--- config.mk ---
export PLATFORM = sky130hd
export DESIGN_NAME = chscan
export DESIGN_NICKNAME = d
export VERILOG_FILES = /design/src/rtl/chscan.sv
export SDC_FILE = /design/constraint.sdc
export NUM_CORES = 1
export LEC_CHECK = 0
export BUFFER_PORTS_ARGS = -buffer_cell sky130_fd_sc_hd__buf_2
export CAP_MARGIN = 10
export CORE_AREA = 3 3 60 51
export CTS_CLUSTER_DIAMETER = 30
export DETAILED_ROUTE_END_ITERATION = 16
export DIE_AREA = 0 0 63 54
export GPL_TIMING_DRIVEN = 0
export PLACE_DENSITY_LB_ADDON = 0.05
export SETUP_SLACK_MARGIN = 0.2
export SLEW_MARGIN = 20
export SYNTH_ARGS = -nofsm -noshare
export SYNTH_HDL_FRONTEND = slang
export SYNTH_SLANG_ARGS = --single-unit
export TNS_END_PERCENT = 50
--- constraint.sdc ---
create_clock -name clkin -period 1.9 [get_ports clkin]
set_input_delay 0.475 -clock clkin [delete_from_list [all_inputs] [get_ports clkin]]
set_output_delay 0.475 -clock clkin [all_outputs]
set_load 0.01 [all_outputs]
--- src/rtl/chscan.sv ---
// Channel scanner for a 4:1 data selector: strobes each channel, samples the selector
// output and presents the assembled word over valid/ack. Optional parity: CHSCAN_PARITY_EN.
module chscan #(
    parameter int unsigned SETTLE = 1,
    parameter int unsigned SWIDTH = 4
) (
    input  logic       clkin,
    input  logic       rstin,
    input  logic       startin,
    input  logic       ackin,
    input  logic       yin,
    output logic       aout,
    output logic       bout,
    output logic       gbout,
    output logic [3:0] dataout,
    output logic       validout,
    output logic       busyout,
    output logic       parout
);

    typedef enum logic [1:0] {IDLE, PREP, WAIT, DONE} state_e;

    // A settle of 0 is treated as 1 so every channel gets at least one strobe cycle.
    localparam logic [SWIDTH-1:0] SETTLE_LD = (SETTLE == 0) ? SWIDTH'(1) : SWIDTH'(SETTLE);

    state_e            state_q, state_d;
    logic [1:0]        ch_q, ch_d;
    logic [SWIDTH-1:0] cnt_q, cnt_d;
    logic [1:0]        sel_q, sel_d;
    logic              gb_q, gb_d;
    logic [3:0]        data_q, data_d;
    logic              valid_q, valid_d;
    logic              busy_q, busy_d;
`ifdef CHSCAN_PARITY_EN
    logic              par_q, par_d;
`endif

    always_ff @(posedge clkin or posedge rstin) begin
        if (rstin) begin
            state_q <= IDLE;
            ch_q    <= 2'd0;
            cnt_q   <= '0;
            sel_q   <= 2'd0;
            gb_q    <= 1'b1;
            data_q  <= 4'd0;
            valid_q <= 1'b0;
            busy_q  <= 1'b0;
`ifdef CHSCAN_PARITY_EN
            par_q   <= 1'b0;
`endif
        end else begin
            state_q <= state_d;
            ch_q    <= ch_d;
            cnt_q   <= cnt_d;
            sel_q   <= sel_d;
            gb_q    <= gb_d;
            data_q  <= data_d;
            valid_q <= valid_d;
            busy_q  <= busy_d;
`ifdef CHSCAN_PARITY_EN
            par_q   <= par_d;
`endif
        end
    end

    // Next state plus registered-output decode from the next state.
    always_comb begin
        state_d = state_q;
        ch_d    = ch_q;
        cnt_d   = cnt_q;
        sel_d   = sel_q;
        data_d  = data_q;
`ifdef CHSCAN_PARITY_EN
        par_d   = par_q;
`endif

        case (state_q)
            IDLE: begin
                if (startin) begin
                    state_d = PREP;
                    ch_d    = 2'd0;
                end
            end
            PREP: begin
                state_d = WAIT;
                cnt_d   = SETTLE_LD;
            end
            WAIT: begin
                cnt_d = cnt_q - SWIDTH'(1);
                if (cnt_q <= SWIDTH'(1)) begin
                    data_d[ch_q] = yin;
                    if (ch_q == 2'd3) begin
                        state_d = DONE;
`ifdef CHSCAN_PARITY_EN
                        par_d   = yin ^ data_q[2] ^ data_q[1] ^ data_q[0];
`endif
                    end else begin
                        state_d = PREP;
                        ch_d    = ch_q + 2'd1;
                    end
                end
            end
            DONE: begin
                if (ackin) begin
                    if (startin) begin
                        state_d = PREP;
                        ch_d    = 2'd0;
                    end else begin
                        state_d = IDLE;
                    end
                end
            end
            default: state_d = IDLE;
        endcase

        // Selects only move when entering PREP; they hold through WAIT and DONE.
        if (state_d == PREP) sel_d = ch_d;
        gb_d    = (state_d != WAIT);
        busy_d  = (state_d == PREP) || (state_d == WAIT);
        valid_d = (state_d == DONE);
    end

    assign aout     = sel_q[0];
    assign bout     = sel_q[1];
    assign gbout    = gb_q;
    assign dataout  = data_q;
    assign validout = valid_q;
    assign busyout  = busy_q;
`ifdef CHSCAN_PARITY_EN
    assign parout   = par_q;
`else
    assign parout   = 1'b0;
`endif

endmodule

==> results of run 1 <==
-- layer usage --
metal  share of wire  GRT usage  vias up
li1                -          -      367
met1            0.50      0.154      333
met2            0.44      0.203       19
met3           0.046     0.0438        2
met4          0.0055     0.0220        0
met5               0          0        -
-- report_power, final --
group / total (W) / internal [W] / switching (W) / leakage, nW
sequential: 0.000668 / 0.000545 / 0.000123 / 0.208
combinational: 0.00162 / 0.000820 / 0.000799 / 0.378
clock: 0.000187 / 0.0000816 / 0.000106 / 0.0150
-- what timing repair did --
| item | in CTS | in global routing |
|---|---|---|
| setup buffers | 12 | 2 |
| setup endpoints to repair | 6 | 9 |
| gates resized for setup | 5 | 14 |
| pin swaps | 4 | 9 |
-- stage by stage --
stage	util	std cells
2_1_floorplan	-	88
3_3_place_gp	0.436	137
3_5_place_dp	0.436	137
4_1_cts	0.492	153
5_1_grt	0.521	155
6_report	0.521	155
-- layout make-up --
class | count | area share
Sequential cell | 17 | 0.335
Inverter | 10 | 0.0293
Timing Repair Buffer | 27 | 0.139
Multi-Input combinational cell | 60 | 0.436
Clock buffer | 4 | 0.0205
Buffer | 1 | 0.00585
Tap cell | 36 | 0.0351
-- placed cells by master, fill, tap and decap left out, types with 4 or more instances in the layout --
master / instances
buf_4: 13
nand2_1: 6
ha_1: 4
buf_2: 13
dfrtp_1: 14
inv_1: 5
inv_2: 5
nor2_1: 4
ha_4: 4
-- cells by family after synthesis --
family | count (synthesis) | share of synthesized area
flops | 17 | 0.462
buf+inv | 11 | 0.0488
mux | 7 | 0.0894
other cells | 1 | 0.00406
simple gates | 23 | 0.136
compound gates | 20 | 0.138
fa+ha+maj | 9 | 0.122
-- final timing paths --
| kind | slack, ns | from | endpoint |
|---|---|---|---|
| max | 0.04 | cnt_q[0] | sel_q[1] |
| min | 0.25 | rstin | dataout[3] |
| max reg2reg | 0.04 | cnt_q[0] | sel_q[1] |
| min reg2reg | 0.49 | dataout[0] | dataout[0] |
| max in group asynchronous | 1.20 | rstin | state_q[0] |
| min in group clkin | 0.45 | yin | dataout[0] |
-- registers in the layout, indices dropped and copies added (netlist names) --
signal / flops
cnt_q: 4
validout: 1
state_q: 2
ch_q: 2
gbout: 1
dataout: 4
sel_q: 2
busyout: 1
-- critical path, delay by kind of cell (launching register included) --
kind                       cells  cell delay, ns
buffers and inverters          1            0.06
adders and majority gates      2            0.33
AOI/OAI and AO/OA              3            0.41
and+or+nand+nor                1            0.27
DFF                            1            0.42
muxes                          1            0.26
==> flow_summary_export.csv, run 1 <==
group,metric,value,unit
status,status,"complete, no violations",
clock_tree,hold_buffers,0,
timing,worst_slew_pin_slew,0.624,ns
logic_synthesis,synth.net_count,102,
drt,vias,721,
place,gp_congestion,0.859,
logic_synthesis,ys_top_cells_by_count,"16 x dfrtp_1, 9 x ha_1, 9 x inv_1",
logic_synthesis,synth_edf_count,0,
job,max_cap_violations,0,
logic_synthesis,ys.flop_type,"dfrtp_1",
clock_tree,htreeDepth,1,
timing,setup_ws,0.0402,ns
clock_tree,clockRootBuffer,"clkbuf_4",
critical_path,cpPeakStageDelay,0.42,ns
logic_synthesis,synth_top_area_frac,0.434,
logic_synthesis,postSynthCellCount,88,
drt,drtAntennaViolNets,0,
drt,drt-initial-drc-count,16,
logic_synthesis,syn_area_per_cell,10.5,um^2
grt,antenna_found_initial,0,
critical_path,arrival,2.03,ns
grt,grt_overflow,0,
place,dp_slack,-0.0419,ns
clock_tree,cts_tree,"done",
critical_path,cp_cell_sequence,"inv_2, ha_4, or2_4, a21oi_2, o21ai_2, o21a_1, ha_4, mux2_2",
critical_path,critPathMaxFanout,3,
floorplanning,die_y,54,um
floorplanning,num_io_pins,15,
clock_tree,cts_sinks,17,
place,io_buffers,13,
grt,grt_pass1_vias,724,
critical_path,critPathMostFrequentCell,"ha_4",
power_and_ir_drop,pwr_density_cell,1930,nW/um^2
logic_synthesis,ys_warn_count,0,
clock_tree,cts-buffers-inserted,3,
timing,fin_tns_setup,0,ns
timing,period_share,0.979,
timing,hold_viol,0,
critical_path,startpoint_type,"flop",
drt,drc_errors,0,
place,dp_hpwl,1.28,mm
hold_path,hp-class,"input pin to asynchronous set/reset pin",
floorplanning,fp.coreArea,2460,um^2
cells_and_area,nFillCells,239,
floorplanning,num_rows,16,
power_and_ir_drop,finalPower,0.00247,W
logic_synthesis,synth.distinct_cells,35,
critical_path,cp-end-kind,"flop",
floorplanning,die_w,63,um
logic_synthesis,yosysSeqAreaShare,0.462,
clock_tree,path_clk_slew,0.09,ns
cells_and_area,final_layout_size_suffix_gt1_frac,0.521,
critical_path,cp_data_required_time,2.07,ns
drt,vias_per_cell,4.65,
cells_and_area,area.sequential,429,um^2
critical_path,critPathKind,"flop to flop",
timing,slew_viol_final,0,
floorplanning,dieArea,3400,um^2
grt,grt_usage,0.121,
logic_synthesis,ys_seq_elements,17,
cells_and_area,syn2layout_area_growth,38.9,%
cells_and_area,multi_input_area,559,um^2
timing,slew-limit-headroom,0.583,
grt,grt_first_pass_wirelength,3.14,mm
cells_and_area,fin_area,1280,um^2
timing,max_freq,538,MHz
grt,grt_max_degree,18,
cells_and_area,antennaDiodeCount,0,
timing,finalCriticalPeriod,1.86,ns
timing,finalSetupViolations,0,
logic_synthesis,synth.most_common_cell,"dfrtp_1",
cells_and_area,nNetsFinal,134,
drt,wl,1.83,mm
drt,wl_per_cell,11.8,um
logic_synthesis,synth_top_area_cell,"dfrtp_1",
timing,rsz0062_at_grt,"true",
clock_tree,clock_latency,0.29,ns
logic_synthesis,syn-cell-area,923,um^2
place,placed_area,1070,um^2
critical_path,rr_worst_depth,8,
power_and_ir_drop,ir_worst_vdd,0.769,mV
logic_synthesis,synth_area_leaders,"dfrtp_1 43%, ha_1 12%, mux2_1 4.9%",
timing,hold_ws,0.250,ns
drt,dr.pass1.iters,4,
timing,fin_skew,0.00784,ns
floorplanning,initial_core_util,0.375,
critical_path,cpMaxStageDelayCell,"dfrtp_1",
power_and_ir_drop,p_leak,0.601,nW
logic_synthesis,async_reset_ff_frac,1.00,
clock_tree,cts.path.max_buffers,2,
(Power assumes the default switching activity.)
==> inputs of run 2 (changes only) <==
- clock period: 1.9 -> 1.8 ns (I/O delays scaled with it)
==> flow_summary_export.csv, run 2 (same netlist as run 1, synthesis figures left out) <==
group,metric,value,unit
status,status,"complete, no violations",
cells_and_area,antennaDiodeCount,0,
timing,slew_viol_final,0,
drt,wl,1.92,mm
drt,wl_met1,953,um
timing,hold_ws,0.228,ns
timing,slew-limit-headroom,0.559,
drt,drc_errors,0,
clock_tree,cts.path.max_buffers,2,
cells_and_area,final_util,0.533,
cells_and_area,final_cell_mix,"15 x buf_4, 13 x dfrtp_1, 13 x buf_2",
power_and_ir_drop,p_leak,0.607,nW
critical_path,critPathMaxFanout,3,
drt,wl_per_cell,12.3,um
clock_tree,cts-buffers-inserted,3,
grt,grt_usage,0.126,
place,placed_area,1070,um^2
clock_tree,cts_sinks,17,
clock_tree,clockRootBuffer,"clkbuf_4",
cells_and_area,nNetsFinal,135,
drt,wl_met3,91,um
place,io_buffers,13,
floorplanning,dieArea,3400,um^2
drt,top_layer_used,"met4",
job,max_cap_violations,0,
timing,setup_ws,0.00110,ns
clock_tree,path_clk_slew,0.11,ns
grt,grt_max_degree,18,
hold_path,hp-class,"input pin to asynchronous set/reset pin",
timing,finalSetupViolations,0,
grt,grt_overflow,0,
place,dp_slack,-0.129,ns
critical_path,cp_data_required_time,1.99,ns
timing,hold_viol,0,
critical_path,startpoint_type,"flop",
cells_and_area,nFillCells,245,
floorplanning,initial_core_util,0.375,
clock_tree,clock_latency,0.29,ns
drt,dr.pass1.iters,2,
floorplanning,num_rows,16,
timing,max_freq,556,MHz
critical_path,rr_endpoint,"dataout[2]",
timing,rsz0062_at_grt,"true",
power_and_ir_drop,pwr_density_cell,2110,nW/um^2
floorplanning,die_y,54,um
floorplanning,die_w,63,um
drt,met2_length,867,um
cells_and_area,multi_input_area,583,um^2
critical_path,arrival,1.99,ns
place,dp_hpwl,1.30,mm
drt,vias,738,
critical_path,rr_worst_depth,7,
cells_and_area,syn2layout_area_growth,42.1,%
drt,vias_per_cell,4.73,
floorplanning,num_io_pins,15,
drt,drtAntennaViolNets,0,
grt,grt_pass1_vias,684,
cells_and_area,area.sequential,430,um^2
cells_and_area,layout_commonest_cell,"buf_4",
timing,period_share,0.999,
power_and_ir_drop,ir_worst_vdd,0.968,mV
timing,finalCriticalPeriod,1.80,ns
critical_path,critPathKind,"flop to flop",
cells_and_area,fin_area,1310,um^2
drt,drt-initial-drc-count,22,
cells_and_area,final_layout_size_suffix_gt1_frac,0.550,
clock_tree,hold_buffers,0,
clock_tree,cts_tree,"done",
timing,fin_skew,0.00150,ns
critical_path,cp-end-kind,"flop",
clock_tree,htreeDepth,1,
critical_path,reg2reg_slack,0.001,ns
grt,grt_first_pass_wirelength,3.23,mm
floorplanning,fp.coreArea,2460,um^2
place,gp_congestion,0.699,
critical_path,r2r-start,"cnt_q[1]",
timing,worst_slew_pin_slew,0.661,ns
grt,antenna_found_initial,0,
run 2: final cells by class:
type | count | area share
inverters | 10 | 0.0286
well taps | 36 | 0.0343
multi-input cells | 60 | 0.444
clock buffers | 3 | 0.0172
repair buffers | 28 | 0.138
plain buffers | 1 | 0.00572
flip-flops and latches | 17 | 0.328
clock inverters | 1 | 0.00381
run 2: worst max-delay path, cell delays in order, from the launching register on:
cell	delay (ns)
dfrtp_1	0.40
inv_2	0.11
ha_4	0.14
or2_4	0.14
nand2_4	0.06
buf_4	0.13
or4_4	0.41
mux2_4	0.30
run 2: worst max-delay path by stage:
stage | startpoint | endpoint | slack, ns | cells after the start
final | cnt_q[1] | dataout[2] | 0.001 | 7
after global routing | cnt_q[1] | sel_q[1] | -0.09 | 8
after CTS | cnt_q[0] | sel_q[1] | -0.01 | 8
after detailed placement | cnt_q[0] | sel_q[1] | -0.13 | 8
after global placement | cnt_q[1] | sel_q[1] | -0.12 | 8
after floorplan | cnt_q[0] | sel_q[1] | 0.04 | 8
run 2: metrics by stage:
| step | cells | TNS, ns | total power (W) |
|---|---|---|---|
| after global routing | 156 | -0.153 | 0.00301 |
| after global placement | 137 | -0.123 | 0.00189 |
| after CTS | 154 | -0.00985 | 0.00249 |
| after detailed placement | 137 | -0.129 | 0.00190 |
| final | 156 | 0 | 0.00277 |
| after floorplan | 88 | 0 | 0.00161 |
run 2: report_power, final:
group          switching [W]  leakage (nW)  internal (W)
sequential          0.000139         0.207      0.000576
combinational       0.000886         0.382      0.000958
clock               0.000131        0.0177     0.0000827
run 2: timing repair:
item | CTS | global route
gates resized for setup | 11 | 10
pin swaps | 8 | 3
endpoints found under the setup margin | 8 | 10
cloned | 0 | 0
buffers inserted | 13 | 2
run 2: metal layers:
layer  vias to the layer above  GRT usage
met1                       354      0.166
met2                        13      0.196
li1                        369          -
met4                         0     0.0330
met3                         2     0.0480
met5                         -          0
==> inputs of run 3 (changes only) <==
- ABC_AREA: unset -> 1
- CORE_AREA: 3 3 60 51 -> 3 3 61 51
- DIE_AREA: 0 0 63 54 -> 0 0 64 54
==> flow_summary_export.csv, run 3 <==
group,metric,value,unit
timing,hold_viol,0,
critical_path,critPathMaxFanout,4,
timing,finalCriticalPeriod,1.63,ns
grt,grt_overflow,0,
critical_path,endpoint,"gbout",
drt,drc_errors,0,
timing,hold_ws,0.228,ns
timing,slew_viol_final,0,
critical_path,rr_endpoint,"gbout",
floorplanning,initial_core_util,0.373,
cells_and_area,nFillCells,257,
logic_synthesis,synth_area_leaders,"dfrtp_1 43%, ha_1 12%, nand2_1 10%",
drt,drt-initial-drc-count,19,
cells_and_area,layout_commonest_cell,"nand2_1",
timing,worst_slew_pin_slew,0.652,ns
place,placed_area,1040,um^2
floorplanning,num_io_pins,15,
logic_synthesis,synth_top_area_cell,"dfrtp_1",
timing,finalSetupViolations,0,
critical_path,cpPeakStageDelay,0.44,ns
place,gp_congestion,0.742,
power_and_ir_drop,p_leak,0.644,nW
power_and_ir_drop,ir_worst_vdd,1.28,mV
critical_path,arrival,1.87,ns
drt,top_layer_used,"met4",
cells_and_area,area.sequential,428,um^2
cells_and_area,multi_input_area,488,um^2
hold_path,hp-class,"input pin to asynchronous set/reset pin",
critical_path,cp_data_required_time,2.04,ns
grt,grt_pass1_vias,734,
critical_path,startpoint_type,"flop",
grt,grt_usage,0.125,
critical_path,cp-end-kind,"flop",
drt,wl_met1,919,um
cells_and_area,final_layout_size_suffix_gt1_frac,0.399,
cells_and_area,syn2layout_area_growth,31.3,%
critical_path,rr_worst_depth,10,
clock_tree,cts-buffers-inserted,3,
critical_path,cpMaxStageDelayCell,"dfrtp_1",
critical_path,reg2reg_slack,0.17,ns
drt,met2_length,826,um
logic_synthesis,async_reset_ff_frac,1.00,
critical_path,critPathKind,"flop to flop",
logic_synthesis,synth.most_common_cell,"nand2_1",
cells_and_area,fin_area,1220,um^2
drt,dr.pass1.iters,4,
clock_tree,cts_sinks,17,
cells_and_area,antennaDiodeCount,0,
power_and_ir_drop,pwr_density_cell,1920,nW/um^2
logic_synthesis,yosysSeqAreaShare,0.458,
floorplanning,die_y,54,um
clock_tree,htreeDepth,1,
timing,slew-limit-headroom,0.565,
cells_and_area,nNetsFinal,153,
grt,antenna_found_initial,0,
logic_synthesis,synth.net_count,125,
drt,wl,1.84,mm
logic_synthesis,postSynthCellCount,111,
logic_synthesis,ys_top_cells_by_count,"25 x nand2_1, 22 x inv_1, 16 x dfrtp_1",
critical_path,cp_cell_sequence,"ha_2, inv_1, nor2_1, nor2_1, nand3_2, nor2_2, nor2_4, buf_4, ha_1, inv_1",
clock_tree,path_clk_slew,0.10,ns
job,max_cap_violations,0,
critical_path,crit_start,"state_q[0]",
logic_synthesis,synth.distinct_cells,21,
timing,fin_skew,0.00141,ns
clock_tree,clockRootBuffer,"clkbuf_4",
drt,wl_met3,84,um
floorplanning,num_rows,16,
critical_path,r2r-start,"state_q[0]",
floorplanning,fp.coreArea,2500,um^2
logic_synthesis,ys.flop_type,"dfrtp_1",
clock_tree,clock_latency,0.29,ns
logic_synthesis,syn-cell-area,932,um^2
logic_synthesis,syn_area_per_cell,8.40,um^2
floorplanning,die_w,64,um
clock_tree,cts_tree,"done",
drt,vias,763,
logic_synthesis,synth_edf_count,0,
drt,vias_per_cell,4.39,
timing,rsz0062_at_grt,"true",
drt,wl_per_cell,10.6,um
floorplanning,dieArea,3460,um^2
place,io_buffers,13,
logic_synthesis,synth_top_area_frac,0.430,
place,dp_hpwl,1.33,mm
timing,period_share,0.903,
logic_synthesis,ys_warn_count,0,
grt,grt_first_pass_wirelength,3.27,mm
grt,grt_max_degree,18,
logic_synthesis,ys_seq_elements,17,
status,status,"complete, no violations",
drt,drtAntennaViolNets,0,
timing,fin_tns_setup,0,ns
clock_tree,cts.path.max_buffers,2,
cells_and_area,final_cell_mix,"21 x nand2_1, 15 x dfrtp_1, 13 x inv_1, 13 x buf_2, 11 x buf_4",
timing,max_freq,615,MHz
## run 3: changes by cell type in the layout (fill, tap and decap cells not counted), sizes merged, moves of 4 or more
| cell | delta |
|---|---|
| nand2 | +18 |
| inv | +12 |
| nand3 | +9 |
| buf | -5 |
| mux2 | -7 |
| nor2 | +4 |
## run 3: power breakdown
group          leakage [nW]  switching, W  internal [W]  total, W
registers             0.207      0.000109      0.000559  0.000668
logic                 0.419      0.000832      0.000643   0.00148
clock network        0.0177      0.000124     0.0000827  0.000206
## run 3: what timing repair did
item,CTS,global route
hold buffers,0,0
hold endpoints to repair,0,0
gates resized for setup,16,10
buffers inserted,7,3
setup endpoints to repair,5,6
pin swaps,7,9
## run 3: logic make-up after synthesis
family,after synthesis,share of synthesized area
other cells,1,0.00402
compound gates,10,0.0550
fa+ha+maj,9,0.121
simple gates,50,0.260
flops,17,0.458
buf+inv,24,0.102
## run 3: worst max-delay path: cells and delay by family (launching register included)
family / cells / cell delay (ns)
fa+ha+maj: 2 / 0.40
buf+inv: 3 / 0.27
flops: 1 / 0.44
simple gates: 5 / 0.48
## run 3: worst min path at each step
stage | from | to
CTS | rstin | validout
floorplan | rstin | busyout
detailed placement | sel_q[0] | sel_q[0]
finish | rstin | cnt_q[1]
global route | rstin | cnt_q[1]
global placement | sel_q[1] | sel_q[1]
## run 3: metrics by stage
step	worst slack, ns	utilization	std cells	power, W
4_1_cts	0.0963	0.472	171	0.00222
3_5_place_dp	-0.127	0.418	160	0.00173
5_1_grt	0.0463	0.489	174	0.00263
3_3_place_gp	-0.111	0.418	160	0.00172
6_report	0.175	0.489	174	0.00235
2_1_floorplan	0.130	-	111	0.00144
## run 3: area by class of cell
cell class / count / share of cell area
timing repair buffer: 23 / 0.115
clock inverter: 1 / 0.00409
clock buffer: 3 / 0.0184
inverter: 23 / 0.0716
buffer: 1 / 0.00613
tap: 36 / 0.0368
sequential: 17 / 0.350
multi-input combinational: 70 / 0.399
## run 3: metal layers
metal,up-vias,GRT usage
met5,-,0
met4,0,0.0323
met3,3,0.0334
met2,15,0.213
met1,349,0.159
li1,396,-
